**config.mk**
```make
export PLATFORM = sky130hd
export DESIGN_NAME = gate_label_ctl
export DESIGN_NICKNAME = d
export VERILOG_FILES = /design/src/rtl/gate_label_ctl.sv
export SDC_FILE = /design/constraint.sdc
export NUM_CORES = 1
export LEC_CHECK = 0
export ABC_AREA = 0
export ABC_CLOCK_PERIOD_IN_PS = 16800
export CORE_MARGIN = 2
export CORE_UTILIZATION = 57
export CTS_CLUSTER_SIZE = 28
export DETAILED_ROUTE_END_ITERATION = 8
export PLACE_DENSITY = 0.9
export SLEW_MARGIN = 5
export SYNTH_ARGS = -nofsm -noshare
export SYNTH_HDL_FRONTEND = slang
export SYNTH_SLANG_ARGS = --single-unit
```
**constraint.sdc**
```tcl
create_clock -name clk -period 16.8 [get_ports clk]
set_clock_uncertainty 0.2 [all_clocks]
set_input_delay 3.36 -clock clk [delete_from_list [all_inputs] [get_ports clk]]
set_output_delay 3.36 -clock clk [all_outputs]
set_load 0.02 [all_outputs]
```
**src/rtl/gate_label_ctl.sv**
```systemverilog
// gate_label_ctl
// Wire-label controller for the garbled-circuit evaluator. Accepts one command
// per transaction (FETCH2, FETCH1, STORE), moves labels to and from an
// external label memory over a req/ack port and combines operands per gate
// type with point-and-permute pointer extraction. A single-entry forwarding
// register lets a fetch of the most recently stored wire bypass the memory.
//
// Ports
//   clk, rst                 clock, synchronous active-high reset
//   cmd_valid / cmd_ready    command handshake (accept on both high)
//   cmd_op, gate_type        operation and gate kind
//   id_a, id_b, store_label  operand IDs and label to store
//   done                     one-cycle completion pulse
//   label_out, ctxt_point    result label and ciphertext-row pointer
//   fwd_hit                  with done: an operand came from the forward register
//   mem_req/we/addr/wdata    memory request, held until mem_ack
//   mem_ack, mem_rdata       one-cycle acknowledge with read data
module gate_label_ctl #(
  parameter int LABEL_W = 128,
  parameter int ID_W    = 13,
  parameter int FWD_EN  = 1
) (
  input  logic               clk,
  input  logic               rst,
  input  logic               cmd_valid,
  output logic               cmd_ready,
  input  logic [1:0]         cmd_op,
  input  logic [1:0]         gate_type,
  input  logic [ID_W-1:0]    id_a,
  input  logic [ID_W-1:0]    id_b,
  input  logic [LABEL_W-1:0] store_label,
  output logic               done,
  output logic [LABEL_W-1:0] label_out,
  output logic [1:0]         ctxt_point,
  output logic               fwd_hit,
  output logic               mem_req,
  output logic               mem_we,
  output logic [ID_W-1:0]    mem_addr,
  output logic [LABEL_W-1:0] mem_wdata,
  input  logic               mem_ack,
  input  logic [LABEL_W-1:0] mem_rdata
);

  localparam logic [1:0] OP_FETCH2 = 2'd0;
  localparam logic [1:0] OP_STORE  = 2'd2;

  typedef enum logic [2:0] {IDLE, OP_A, OP_B, WR, FIN} state_t;

  state_t             state;
  logic               two_q;      // two-operand gate (FETCH2 with AND/XOR)
  logic               and_q;      // gate is AND (free-XOR AND label masking)
  logic               store_q;
  logic [ID_W-1:0]    id_a_q;
  logic [ID_W-1:0]    id_b_q;
  logic [LABEL_W-1:0] st_q;
  logic [LABEL_W-1:0] a_q;
  logic [LABEL_W-1:0] b_q;
  logic               hit_q;
  logic               fwd_valid;
  logic [ID_W-1:0]    fwd_id;
  logic [LABEL_W-1:0] fwd_label;

  assign cmd_ready = (state == IDLE) && !rst;

  function automatic logic fwd_match(input logic vld, input logic [ID_W-1:0] fid,
                                     input logic [ID_W-1:0] id);
    return (FWD_EN != 0) && vld && (fid == id);
  endfunction

  // AND clears the LSB so the pointer bit of the combined label is not leaked.
  function automatic logic [LABEL_W-1:0] res_label(input logic two, input logic is_and,
                                                   input logic [LABEL_W-1:0] a,
                                                   input logic [LABEL_W-1:0] b);
    logic [LABEL_W-1:0] x;
    x = a ^ b;
    if (!two)       return a;
    else if (is_and) return {x[LABEL_W-1:1], 1'b0};
    else            return x;
  endfunction

  function automatic logic [1:0] res_point(input logic two, input logic [LABEL_W-1:0] a,
                                           input logic [LABEL_W-1:0] b);
    return two ? {a[0], b[0]} : {a[0], 1'b0};
  endfunction

  always_ff @(posedge clk) begin
    if (rst) begin
      state      <= IDLE;
      done       <= 1'b0;
      label_out  <= '0;
      ctxt_point <= '0;
      fwd_hit    <= 1'b0;
      mem_req    <= 1'b0;
      mem_we     <= 1'b0;
      mem_addr   <= '0;
      mem_wdata  <= '0;
      fwd_valid  <= 1'b0;
      hit_q      <= 1'b0;
    end else begin
      done <= 1'b0;
      case (state)
        IDLE: begin
          if (cmd_valid) begin
            id_a_q  <= id_a;
            id_b_q  <= id_b;
            st_q    <= store_label;
            and_q   <= (gate_type == 2'd0);
            two_q   <= (cmd_op == OP_FETCH2) && !gate_type[1];
            store_q <= (cmd_op == OP_STORE);
            hit_q   <= 1'b0;
            if (cmd_op == OP_STORE) begin
              state     <= WR;
              mem_req   <= 1'b1;
              mem_we    <= 1'b1;
              mem_addr  <= id_a;
              mem_wdata <= store_label;
              fwd_valid <= 1'b1;
              fwd_id    <= id_a;
              fwd_label <= store_label;
            end else begin
              state <= OP_A;
              // A forward hit resolves in-state without touching memory.
              if (!fwd_match(fwd_valid, fwd_id, id_a)) begin
                mem_req  <= 1'b1;
                mem_we   <= 1'b0;
                mem_addr <= id_a;
              end
            end
          end
        end
        OP_A: begin
          if (fwd_match(fwd_valid, fwd_id, id_a_q) || (mem_req && mem_ack)) begin
            if (fwd_match(fwd_valid, fwd_id, id_a_q)) begin
              a_q   <= fwd_label;
              hit_q <= 1'b1;
            end else begin
              a_q <= mem_rdata;
            end
            // Second read is issued on the capture edge so FETCH2 needs no gap.
            if (two_q) begin
              state <= OP_B;
              if (fwd_match(fwd_valid, fwd_id, id_b_q)) begin
                mem_req <= 1'b0;
              end else begin
                mem_req  <= 1'b1;
                mem_we   <= 1'b0;
                mem_addr <= id_b_q;
              end
            end else begin
              state   <= FIN;
              mem_req <= 1'b0;
            end
          end
        end
        OP_B: begin
          if (fwd_match(fwd_valid, fwd_id, id_b_q)) begin
            b_q   <= fwd_label;
            hit_q <= 1'b1;
            state <= FIN;
          end else if (mem_req && mem_ack) begin
            b_q     <= mem_rdata;
            mem_req <= 1'b0;
            state   <= FIN;
          end
        end
        WR: begin
          if (mem_req && mem_ack) begin
            mem_req <= 1'b0;
            state   <= FIN;
          end
        end
        FIN: begin
          done  <= 1'b1;
          state <= IDLE;
          if (store_q) begin
            label_out <= st_q;
            fwd_hit   <= 1'b0;
          end else begin
            label_out  <= res_label(two_q, and_q, a_q, b_q);
            ctxt_point <= res_point(two_q, a_q, b_q);
            fwd_hit    <= hit_q;
          end
        end
        default: state <= IDLE;
      endcase
    end
  end

endmodule

```
==> results of run 1 <==
report_power, final:
part           total [mW]  switching (mW)  internal [mW]
Clock                1.96           0.807           1.15
Sequential           2.29          0.0321           2.26
Combinational       0.400           0.234          0.166
Total                4.65            1.07           3.57
worst max-delay path: cells and delay by family:
family | cells | cell delay (ps)
simple gates | 1 | 310
buf+inv | 2 | 900
sequential cells by signal, indices dropped and copies added (netlist names), 3 cells and up:
| signal | cells |
|---|---|
| a_q | 128 |
| b_q | 128 |
| fwd_id | 13 |
| fwd_label | 128 |
| id_a_q | 13 |
| id_b_q | 13 |
| label_out | 128 |
| mem_addr | 13 |
| mem_wdata | 128 |
| st_q | 128 |
| state | 3 |
worst max path at each step:
stage / from / endpoint
CTS: rst / cmd_ready
finish: rst / cmd_ready
detailed placement: rst / cmd_ready
global route: rst / cmd_ready
floorplan: rst / and_q$_DFFE_PP_
global placement: rst / cmd_ready
per-stage QoR:
step / std cells / hold slack [ps] / setup WS (ps)
global placement: 4143 / 240.0 / 8687
finish: 4317 / 251.0 / 8584
global route: 4316 / 267.7 / 8540
floorplan: 2976 / 284.8 / 5626
CTS: 4301 / 254.3 / 8608
detailed placement: 4143 / 245.8 / 8669
kinds of logic after synthesis:
group	Yosys count	share of synthesized area (%)
AND/OR/NAND/NOR	1211	14.00
flip-flops	834	67.48
AO/OA/AOI/OAI	434	7.106
buffers and inverters	190	2.240
XOR/XNOR	166	4.411
multiplexers	141	4.768
layout make-up:
cell class / instances / area [µm²]
inverter: 4 / 15.01
sequential: 834 / 22240
tap: 765 / 957.2
multi-input combinational: 1952 / 10060
clock inverter: 38 / 480.5
clock buffer: 120 / 2451
antenna: 16 / 40.04
timing repair buffer: 588 / 5871
fill: 3513 / 15360
layer usage:
layer,wire length [µm],global-route usage [%],vias to the layer above,share of wire (%)
li1,-,-,11100,-
met1,34530,38.71,12040,36
met2,47660,52.59,1565,49
met3,9138,6.277,353,9.4
met4,5732,19.67,8,5.9
met5,57,0,-,0.059
cells in the final DEF, fill, tap and decap left out, types with 4 or more instances in the layout:
cell                n
a21oi_1           262
a311oi_1            5
a311oi_2            8
a31oi_1            13
buf_4              20
bufinv_16           8
clkbuf_1           18
clkbuf_16          87
clkbuf_8           15
clkdlybuf4s50_1   564
clkinv_1            5
clkinv_2           13
dfxtp_1           280
diode_2            16
edfxtp_1          554
inv_1               4
mux2_2            128
mux2i_1            13
nand2_1          1163
nand3_1             6
nand4_1             8
nor2_1             12
nor3_1              5
o21ai_0           134
xnor2_1            39
xor2_1            127
==> summary.md, run 1 <==
| Metric | Value |
|---|---|
| Status | completed |
| Initial cell density of the core | 57.35% |
| Chip Height | 244.5 µm |
| Clock slew seen by the registers of the worst setup and hold paths | 60 ps |
| Share of layout cells above drive strength 1 | 8.739% |
| Nets | 3,754 |
| Hold Path Cell Cnt | 2 |
| First-pass GRT wire length | 146.1 mm |
| Critical Path RT | 13,240 ps |
| Final Cell Area | 42,120 µm² |
| Initial antenna violation count | 20 |
| Most frequent cells after synthesis | 1,164 x nand2_1, 554 x edfxtp_1, 280 x dfxtp_1, 264 x a21oi_1, 170 x clkbuf_1 |
| Hold path endpoint | mem_wdata[2]$_SDFFE_PP0P_ |
| CTS tree | yes |
| Min Clock Period, post-route | 8216 ps |
| Top FF cell, synth | edfxtp_1 |
| Routability cong. | 0.8841 |
| Synthesized area | 32,960 µm² |
| DRT iter0 DRCs | 2,755 |
| Maximum number of pins on one net before global-route repair | 132 |
| Total wire length | 97.12 mm |
| Die width | 244.5 µm |
| Vias per Instance | 5.808 |
| Hold_buf cts | 0 |
| PostCTS Resize Cnt | 0 |
| # Post-CTS Setup Buffers | 0 |
| Critical path startpoint category | primary input |
| Crit Path Category | in2out |
| CP Cell Sequence | buf_8 -> nor4_1 -> clkdlybuf4s50_1 |
| Top Ports | 566 |
| Root Buffer Master | clkbuf_16 |
| Row count | 88 |
| Post-DP Area | 39,150 µm² |
| Total power | 4.647 mW |
| Fin crit share | 48.91% |
| Reg2Reg Setup Slack | 12,620 ps |
| Setup TNS | 0 ps |
| Synth cell types | 35 |
| CP max-delay cell | clkdlybuf4s50_1 |
| Worst-Skew Late Latency | 640 ps |
| Crit. End Element | primary output |
| DP Wirelength | 57.20 mm |
| Max FO, Critical Path | 78 |
| Tightest Hold Check Type | reg2reg |
| Rel. slew slack | 16.21% |
| Die ar. | 59,770 µm² |
| Seq/Total Area, Yosys | 67.48% |
| Pwr per Cell Area | 110.3 nW/µm² |
| Core Util, Final | 73.28% |
| Final Hold Vio Count | 0 |
| Pins Over Slew Limit | 0 |
| Vias in the first global route | 25,280 |
| R2R depth | 4 |
| RSZ-0062 raised after global routing | false |
| Worst path arrival time | 4660 ps |
| Core Box Area | 57,480 µm² |
| Achievable frequency | 121.7 MHz |
| Setup Viol. Count Final | 0 |
| Post-synthesis net count | 3,266 |
| MaxCap Viol Count | 0 |
| CTS Buffer Depth | 3 |
| Worst slew pin tran | 1257 ps |
| Yosys reg bits | 834 |
| Top post-synthesis cells by area | edfxtp_1 50%, dfxtp_1 17%, nand2_1 13%, mux2_2 4.4%, a21oi_1 4.0% |
| Worst vdd ir | 98.39 µV |
| Antenna Nets Post-Route | 0 |
| Synth warnings | 0 |
| Worst hold start | mem_wdata[2]$_SDFFE_PP0P_ |
| Most frequent cell after synthesis | nand2_1 |
| Synthesized instance count | 2,976 |
| Worst r2r src | state[0]$_SDFFE_PP0P_ |
| DRC | 0 |
| Leak | 14.60 nW |
| Synth top area share | 50.47% |
| R2R Path End | fwd_label[107]$_DFFE_PP_ |
| Total grt overflow | 0 |
| Asr flop ratio synth | 0% |
| Port-buffer cells | 565 |
| Synth-to-Final Area Change | 27.78% |
| 1st-pass router iterations | 5 |
| Vias | 25,070 |
| Num CTS Buffers | 84 |
| Clk sinks | 834 |
| Avg Cell Area, Syn | 11.08 µm² |
| DR WL/cell | 22.50 µm |
| Area leader, netlist | edfxtp_1 |
| Total number of H-tree levels | 3 |
| Gr usage total | 31.85% |
| Crit path largest cell delay | 680 ps |
| EDFF count, synth | 554 |
(Power assumes the default switching activity.)
==> run 2: changes to the inputs <==
--- a/config.mk
+++ b/config.mk
@@ -6,12 +6,12 @@
 export NUM_CORES = 1
 export LEC_CHECK = 0
 export ABC_AREA = 0
-export ABC_CLOCK_PERIOD_IN_PS = 16800
+export ABC_CLOCK_PERIOD_IN_PS = 7710
 export CORE_MARGIN = 2
-export CORE_UTILIZATION = 57
+export CORE_UTILIZATION = 53
 export CTS_CLUSTER_SIZE = 28
 export DETAILED_ROUTE_END_ITERATION = 8
-export PLACE_DENSITY = 0.9
+export PLACE_DENSITY = 0.85
 export SLEW_MARGIN = 5
 export SYNTH_ARGS = -nofsm -noshare
 export SYNTH_HDL_FRONTEND = slang
==> constraint.sdc (replaced) <==
create_clock -name clk -period 7.71 [get_ports clk]
set_clock_uncertainty 0.2 [all_clocks]
set_input_delay 1.542 -clock clk [delete_from_list [all_inputs] [get_ports clk]]
set_output_delay 1.542 -clock clk [all_outputs]
set_load 0.02 [all_outputs]
==> run 2 against run 1 <==
Effect of this change: cell count grew 1.6%; sequential cell count is the same; core utilization shrank 4.9 points; sequential share of layout area is essentially flat; combinational power grew 110%; critical path depth is the same; critical path type unchanged; highest routed layer unchanged.
==> summary.md, run 2 (synthesis results as in run 1) <==
| Metric | Value |
|---|---|
| Status | completed |
| First-pass GRT wire length | 137.3 mm (-6.0%) |
| Total power | 9.969 mW (+110%) |
| Die ar. | 64,200 µm² (+7.4%) |
| DRC | 0 (unchanged) |
| DRT iter0 DRCs | 2,081 (-24%) |
| Vias per Instance | 5.502 (-5.3%) |
| Core Util, Final | 68.35% (-4.9 points) |
| Achievable frequency | 213.8 MHz |
| Layout Cells excl Fill | 4,387 (+1.6%) |
| Hold_buf cts | 0 (unchanged) |
| Critical Path RT | 5970 ps (-7270 ps) |
| Antenna Nets Post-Route | 0 (unchanged) |
| Rel. slew slack | 15.19% (-1.0 points) |
| Worst hold start | label_out[16]$_SDFFE_PP0P_ |
| Setup TNS | 0 ps (unchanged) |
| Hold Path Cell Cnt | 2 (unchanged) |
| Busiest grt layer | met2 |
| Met3 Track Usage GR | 5.088% (-1.2 points) |
| Commonest non-fill, non-tap cell in the layout | nand2_1 |
| DR WL/cell | 20.99 µm (-6.7%) |
| Worst path arrival time | 2940 ps (-1720 ps) |
| Row count | 91 (+3.4%) |
| MaxCap Viol Count | 0 (unchanged) |
| Crit Path Category | in2out |
| Total wire length | 92.08 mm (-5.2%) |
| Initial cell density of the core | 53.51% (-3.8 points) |
| Vias | 24,140 (-3.7%) |
| Reg2Reg Setup Slack | 4140 ps (-8480 ps) |
| Maximum number of pins on one net before global-route repair | 131 (-0.76%) |
| Smallest hold slack | 252.1 ps (+1.135 ps) |
| Min Clock Period, post-route | 4678 ps |
| 1st-pass router iterations | 6 (+1) |
| Pins Over Slew Limit | 0 (unchanged) |
| Critical path startpoint category | primary input |
| Pwr per Cell Area | 236.8 nW/µm² (+110%) |
| Total grt overflow | 0 (unchanged) |
| RSZ-0062 raised after global routing | false |
| Max FO, Critical Path | 84 (+7.7%) |
| Clock slew seen by the registers of the worst setup and hold paths | 60 ps (about the same) |
| R2R Path End | mem_wdata[36]$_SDFFE_PP0P_ |
| Vias in the first global route | 23,590 (-6.7%) |
| Port-buffer cells | 565 (unchanged) |
| Fin crit share | 60.68% |
| Worst-Skew Late Latency | 630 ps (about the same) |
| Met2 usage | 46.34% (-6.2 points) |
| CTS Buffer Depth | 3 (unchanged) |
| Top Ports | 566 (unchanged) |
| Worst vdd ir | 222.2 µV (+130%) |
| CTS tree | yes |
| Die width | 253.4 µm (+3.6%) |
| Routability cong. | 0.8440 (-4.5%) |
| Final Hold Vio Count | 0 (unchanged) |
| Num CTS Buffers | 82 (-2.4%) |
| Pre-CTS setup slack | 2841 ps (-5828 ps) |
| R2R depth | 7 (+3) |
| Crit. End Element | primary output |
| Total number of H-tree levels | 3 (unchanged) |
| Core Box Area | 61,600 µm² (+7.2%) |
| Total placed cells including tap cells | 4,217 (+1.8%) |
| Grt met1 use | 35.53% (-3.2 points) |
| Gr usage total | 28.06% (-3.8 points) |
| Initial antenna violation count | 17 (-15%) |
| Root Buffer Master | clkbuf_16 |
| Worst slew pin tran | 1272 ps (+15.18 ps) |
| Worst r2r src | state[0]$_SDFFE_PP0P_ |
| Synth-to-Final Area Change | 27.74% (about the same) |
| PostCTS Resize Cnt | 0 (unchanged) |
| Hold path endpoint | label_out[16]$_SDFFE_PP0P_ |
| Clk sinks | 834 (unchanged) |
| Tightest Hold Check Type | reg2reg |
| Share of layout cells above drive strength 1 | 8.546% (-0.19 points) |
| Most frequent cells in the layout | 1,163 x nand2_1, 564 x clkdlybuf4s50_1, 554 x edfxtp_1 |
| # Post-CTS Setup Buffers | 0 (unchanged) |
| Final Cell Area | 42,100 µm² (about the same) |
| DP Wirelength | 56.47 mm (-1.3%) |
| Leak | 14.56 nW (-0.30%) |
| Setup WS post-layout | 3032 ps (-5552 ps) |
| Nets | 3,754 (unchanged) |
| Chip Height | 253.4 µm (+3.6%) |
| Post-DP Area | 39,280 µm² (+0.33%) |
| Setup Viol. Count Final | 0 (unchanged) |
==> run 2: power by group <==
group	switching, mW	internal, mW	leakage, nW
Combinational	0.496	0.362	5.88
Clock	1.70	2.42	1.37
Sequential	0.0691	4.92	7.30
Total	2.27	7.70	14.6
==> run 2: final cells by class <==
class / count / area [µm²]
clock inverters: 36 / 415.4
inverters: 4 / 15.01
clock buffers: 118 / 2371
repair buffers: 590 / 5911
multi-input cells: 1952 / 10060
well taps: 837 / 1047
diodes: 16 / 40.04
flip-flops and latches: 834 / 22240
fillers: 4193 / 19490
==> run 2: how the worst max path moves through the flow <==
stage / start / end / cells after the start
6_report: rst / cmd_ready / 3
5_1_grt: rst / cmd_ready / 3
4_1_cts: rst / cmd_ready / 3
3_5_place_dp: cmd_op[0] / fwd_label[116]$_DFFE_PP_ / 7
3_3_place_gp: cmd_op[0] / fwd_label[117]$_DFFE_PP_ / 7
2_1_floorplan: rst / and_q$_DFFE_PP_ / 3
==> run 2: worst max-delay path: stages <==
cell	delay [ps]
buf_8	210
nor4_1	390
clkdlybuf4s50_1	690
==> run 2: routing by layer <==
metal  share of wire, %  vias to the layer above
met2                 49                     1137
met3                7.7                      243
li1                   -                    11100
met4                4.7                        6
met1                 39                    11650
met5              0.043                        -
==> RTL edit 1: new RTL, settings of run 2 <==
Change the parameter `LABEL_W` from 128 to 64.
--- a/src/rtl/gate_label_ctl.sv
+++ b/src/rtl/gate_label_ctl.sv
@@ -17,5 +17,5 @@
 //   mem_ack, mem_rdata       one-cycle acknowledge with read data
 module gate_label_ctl #(
-  parameter int LABEL_W = 128,
+  parameter int LABEL_W = 64,
   parameter int ID_W    = 13,
   parameter int FWD_EN  = 1
Interface: changed (resized label_out, mem_rdata, mem_wdata and store_label); port bits go from 566 to 310. The function was not compared with the original's and may differ.
==> RTL edit 1 against run 2 <==
  * Global-route usage fell by 2.7 points
  * Non-clock buffer count fell by 265
  * Total power fell by 46%
  * Sequential cell count fell by 384
  * Final area fell by 46%
  * Worst setup slack got worse by 350 ps
  * Wire length fell by 51%
  * Largest cell class unchanged
  * Area after synthesis fell by 46%
==> RTL edit 1: results (changes against run 2) <==
| Metric | Value |
|---|---|
| Status | `finished, final reports clean (unchanged)` |
| Synth cell count leaders | `nand2_1, edfxtp_1, dfxtp_1, a21oi_1, mux2_2 (was nand2_1, edfxtp_1, dfxtp_1, a21oi_1, clkbuf_1)` |
| Skew-Pair Late Insertion Delay | `550 ps (was 630 ps)` |
| CP max FO | `66 (was 84)` |
| Mapped Nets | `1650 (was 3266)` |
| Post-synthesis sequential area ratio | `66.8% (was 67.5%)` |
| Fraction of the mapped netlist area in adder cells | `0% (unchanged)` |
| Fraction of layout cells with a size suffix above 1 | `12.9% (was 8.55%)` |
| RePlAce Congestion | `0.815 (was 0.844)` |
| Top post-synthesis cells by area | `edfxtp_1, dfxtp_1, nand2_1 (unchanged)` |
| Initial antenna violation count | `5 (was 17)` |
| Yosys warns | `0 (unchanged)` |
| Fill count | `2249 (was 4193)` |
| CTS Buf Count | `46 (was 82)` |
| Mux contribution to synthesized area | `8.03% (was 4.77%)` |
| Post-CTS Setup Inserts | `0 (unchanged)` |
| Worst vdd ir | `0.000155 V (was 0.000222 V)` |
| Max clock buf depth | `3 (unchanged)` |
| Total Nets Final | `1933 (was 3754)` |
| First-pass GRT wire length | `69700 um (was 137000 um)` |
| Grt total ovfl | `0 (unchanged)` |
| Largest net degree at the start of global routing | `80 (was 131)` |
| Synth unique cells | `42 (was 35)` |
| Dpl ws | `2140 ps (was 2840 ps)` |
| H-tree lvl count | `2 (was 3)` |
| CP max stage delay | `1080 ps (was 690 ps)` |
| Crit path DAT | `4990 ps (was 2940 ps)` |
| IO buf count | `309 (was 565)` |
| Post-CTS Resized | `0 (unchanged)` |
| Drt pass-1 iters | `5 (was 6)` |
| Leakage | `7.60 nW (was 14.6 nW)` |
| Number of DRC markers in iteration 0 | `762 (was 2081)` |
| Synth Area in Compound Gates | `7.91% (was 7.11%)` |
| Top FF cell, synth | `edfxtp_1 (unchanged)` |
| WL final | `45300 um (was 92100 um)` |
| Clock Pin Slew Worst Setup and Hold Paths | `60 ps (about the same)` |
| Number of flops mapped to enable cells by yosys | `298 (was 554)` |
| Post-synthesis xor/xnor area fraction | `4.97% (was 4.41%)` |
| CP max-delay cell | `nor2_4 (was clkdlybuf4s50_1)` |
| GRT Overall Usage | `25.3% (was 28.1%)` |
| HPWL Detailed | `27400 um (was 56500 um)` |
| CTS root buf | `clkbuf_16 (unchanged)` |
| Ys async rst share | `0% (unchanged)` |
| Hold Crit Class | `reg2reg (unchanged)` |
| Vias in the first global route | `12.7k (was 23.6k)` |
| Via Count | `12.4k (was 24.1k)` |
| Drt drc | `0 (unchanged)` |
| Worst Tran Pin Value | `1130 ps (was 1270 ps)` |
RTL edit 1: cell count changes after synthesis, moves of 64 or more:
cell | run 2 | this run
nand2_1 | 1164 | 420
clkbuf_1 | 170 | 74
o21ai_0 | 134 | 69
xor2_1 | 127 | 63
a21oi_1 | 264 | 146
edfxtp_1 | 554 | 298
dfxtp_1 | 280 | 152
RTL edit 1: worst paths after layout:
kind / startpoint / endpoint / slack (ps) / depth (start not counted)
hold reg to reg: label_out[35] / label_out[35] / 250 / 2
hold / removal: label_out[35] / label_out[35] / 250 / 2
setup reg to reg: state[2] / fwd_label[3] / 3540 / 4
setup / recovery: cmd_op[0] / fwd_label[3] / 2680 / 6
RTL edit 1: cell type report:
| cell class | instances | area [um^2] | share of cell area [%] |
|---|---|---|---|
| clock inverter | 17 | 148 | 0.644 |
| tap | 448 | 561 | 2.44 |
| multi-input combinational | 945 | 5670 | 24.7 |
| sequential | 450 | 12000 | 52.3 |
| inverter | 3 | 11.3 | 0.0491 |
| clock buffer | 68 | 1320 | 5.74 |
| antenna | 5 | 12.5 | 0.0546 |
| timing repair buffer | 325 | 3210 | 14.0 |
RTL edit 1: cell families after synthesis:
family                    after synthesis
DFF                                   450
muxes                                 128
and+or+nand+nor                       468
AOI/OAI and AO/OA                     247
xor gates and xnor gates              102
buffers and inverters                  93
RTL edit 1: layer usage:
layer | wire (um) | vias up | share of wire (%) | track usage [%]
met4 | 1660 | 0 | 3.7 | 10.5
li1 | - | 5792 | - | -
met2 | 22900 | 515 | 51 | 44.3
met5 | 0 | - | 0 | 0
met3 | 3100 | 110 | 6.9 | 4.45
met1 | 17600 | 6031 | 39 | 31.0
RTL edit 1: where the power goes:
group | switching, mW | internal, mW
registers | 0.0427 | 2.66
clock network | 0.901 | 1.25
logic | 0.303 | 0.234
RTL edit 1: per-stage QoR:
step / std cells / area (um^2)
finish: 2261 / 22900
global route: 2261 / 22900
CTS: 2256 / 22900
detailed placement: 2171 / 21500
global placement: 2171 / 21500
floorplan: 1488 / 18000
RTL edit 1: critical path, delay by kind of cell:
| kind | cells | cell delay [ps] |
|---|---|---|
| buffers and inverters | 3 | 1340 |
| and+or+nand+nor | 3 | 2020 |
==> RTL edit 2: new RTL, flow settings as in run 2 <==
Without the edit above. Change the parameter `FWD_EN` from 1 to 0.
--- a/src/rtl/gate_label_ctl.sv
+++ b/src/rtl/gate_label_ctl.sv
@@ -19,5 +19,5 @@
   parameter int LABEL_W = 128,
   parameter int ID_W    = 13,
-  parameter int FWD_EN  = 1
+  parameter int FWD_EN  = 0
 ) (
   input  logic               clk,
Function: not settled (the Yosys comparison gave no result); the edit may change what the design does.
==> RTL edit 2 against run 2 <==
  * Area after synthesis shrank 23%
  * Worst setup slack better by 270 ps
  * Register-to-register slack worse by 20 ps
  * Utilization increased by 3.1 points
  * Highest routed layer unchanged
  * Largest cell class unchanged
  * Final area shrank 21%
  * Sequential cell count decreased by 157
  * Wire length fell by 18%
  * Total power shrank 22%
  * Non-clock buffer count down 5
  * First-iteration DRC count shrank 15%
==> RTL edit 2: results (changes against run 2) <==
| Metric | Value |
|---|---|
| RePlAce Congestion | `0.834 (was 0.844)` |
| Synth cell count leaders | `edfxtp_1, dfxtp_1, o21ai_0, a21oi_1, clkbuf_1 (was nand2_1, edfxtp_1, dfxtp_1, a21oi_1, clkbuf_1)` |
| Switching share of total power | `22.4% (was 22.7%)` |
| Total Nets Final | `2732 (was 3754)` |
| Worst Reg-to-Reg Cells | `4 (was 7)` |
| First-pass GRT wire length | `114000 um (was 137000 um)` |
| Ys async rst share | `0% (unchanged)` |
| Flop+latch power | `3.96 mW (was 4.99 mW)` |
| Largest net degree at the start of global routing | `260 (was 131)` |
| Skew-Pair Late Insertion Delay | `600 ps (was 630 ps)` |
| Via Count | `19.0k (was 24.1k)` |
| Via density | `6.13 (was 5.50)` |
| Inst Count DP | `2980 (was 4217)` |
| Post-synthesis sequential area ratio | `69.6% (was 67.5%)` |
| Mapped Nets | `2246 (was 3266)` |
| Status | `finished, final reports clean (unchanged)` |
| HPWL Detailed | `46800 um (was 56500 um)` |
| Synth unique cells | `40 (was 35)` |
| WL final | `75800 um (was 92100 um)` |
| Number of flops mapped to enable cells by yosys | `400 (was 554)` |
| Cell count after synthesis | `1956 (was 2976)` |
| Worst vdd ir | `0.000212 V (was 0.000222 V)` |
| Leakage | `11.2 nW (was 14.6 nW)` |
| Fraction of layout cells with a size suffix above 1 | `5.33% (was 8.55%)` |
| Met3 global-route usage | `7.97% (was 5.09%)` |
| GRT Overall Usage | `29.9% (was 28.1%)` |
| Top post-synthesis cells by area | `edfxtp_1, dfxtp_1, o21ai_0 (was edfxtp_1, dfxtp_1, nand2_1)` |
| Met1 track demand over resource | `36.2% (was 35.5%)` |
| Clk. pwr | `3.21 mW (was 4.12 mW)` |
| Slew margin rel. | `1.80% (was 15.2%)` |
| IO buf count | `564 (was 565)` |
| Number of DRC markers in iteration 0 | `1765 (was 2081)` |
| Initial antenna violation count | `9 (was 17)` |
| GRT met2 Usage | `50.2% (was 46.3%)` |
| Drt pass-1 iters | `5 (was 6)` |
| Hold Path Stages | `1 (was 2)` |
| CP max FO | `30 (was 84)` |
| CTS Buf Count | `67 (was 82)` |
| Dpl ws | `2790 ps (was 2840 ps)` |
-- RTL edit 2: cell count changes in the layout (fill, tap and decap cells not counted), sizes merged, moves of 123 or more --
cell,change
a21boi,+127
a21oi,-130
o2bb2ai,+127
and3b,+127
mux2,-128
o21ai,+124
nand2,-1159
xor2,-127
nor3,+123
edfxtp,-154
-- RTL edit 2: cell families after synthesis --
kind of cell / Yosys count / synth area share [%]
mux: 13 / 0.516
other cells: 1 / 0.0149
simple gates: 425 / 10.5
compound gates: 668 / 16.7
buf+inv: 172 / 2.75
flops: 677 / 69.6
-- RTL edit 2: critical path, stage by stage --
cell and delay, ps:
buf_6 160, nor4_1 250, clkdlybuf4s50_1 690
-- RTL edit 2: path summary, 6_finish.rpt --
| path | slack, ps | startpoint | endpoint |
|---|---|---|---|
| min | 260 | label_out[21] | label_out[21] |
| min reg2reg | 260 | label_out[21] | label_out[21] |
| max | 3310 | rst | cmd_ready |
| max reg2reg | 4120 | state[0] | a_q[75] |
-- RTL edit 2: area by class of cell --
type	count	area, um^2
multi-input combinational	1107	7050
fill	2934	13300
antenna	6	15.0
inverter	4	20.0
tap	607	759
clock inverter	22	171
clock buffer	100	1990
sequential	677	17600
timing repair buffer	585	5870
-- RTL edit 2: metrics by stage --
stage               power (mW)  area [um^2]  utilization [%]
floorplan                 4.29        25300                -
global placement          4.61        31300             66.8
detailed placement        4.63        31300             66.8
CTS                       7.79        33400             71.5
global route              7.97        33400             71.5
finish                    7.77        33400             71.5
-- RTL edit 2: per-layer routing --
metal / up-vias / part of all wire, %
met2: 1058 / 49
met1: 9347 / 37
met3: 178 / 10
li1: 8447 / -
met4: 8 / 4.3
met5: - / 0.074
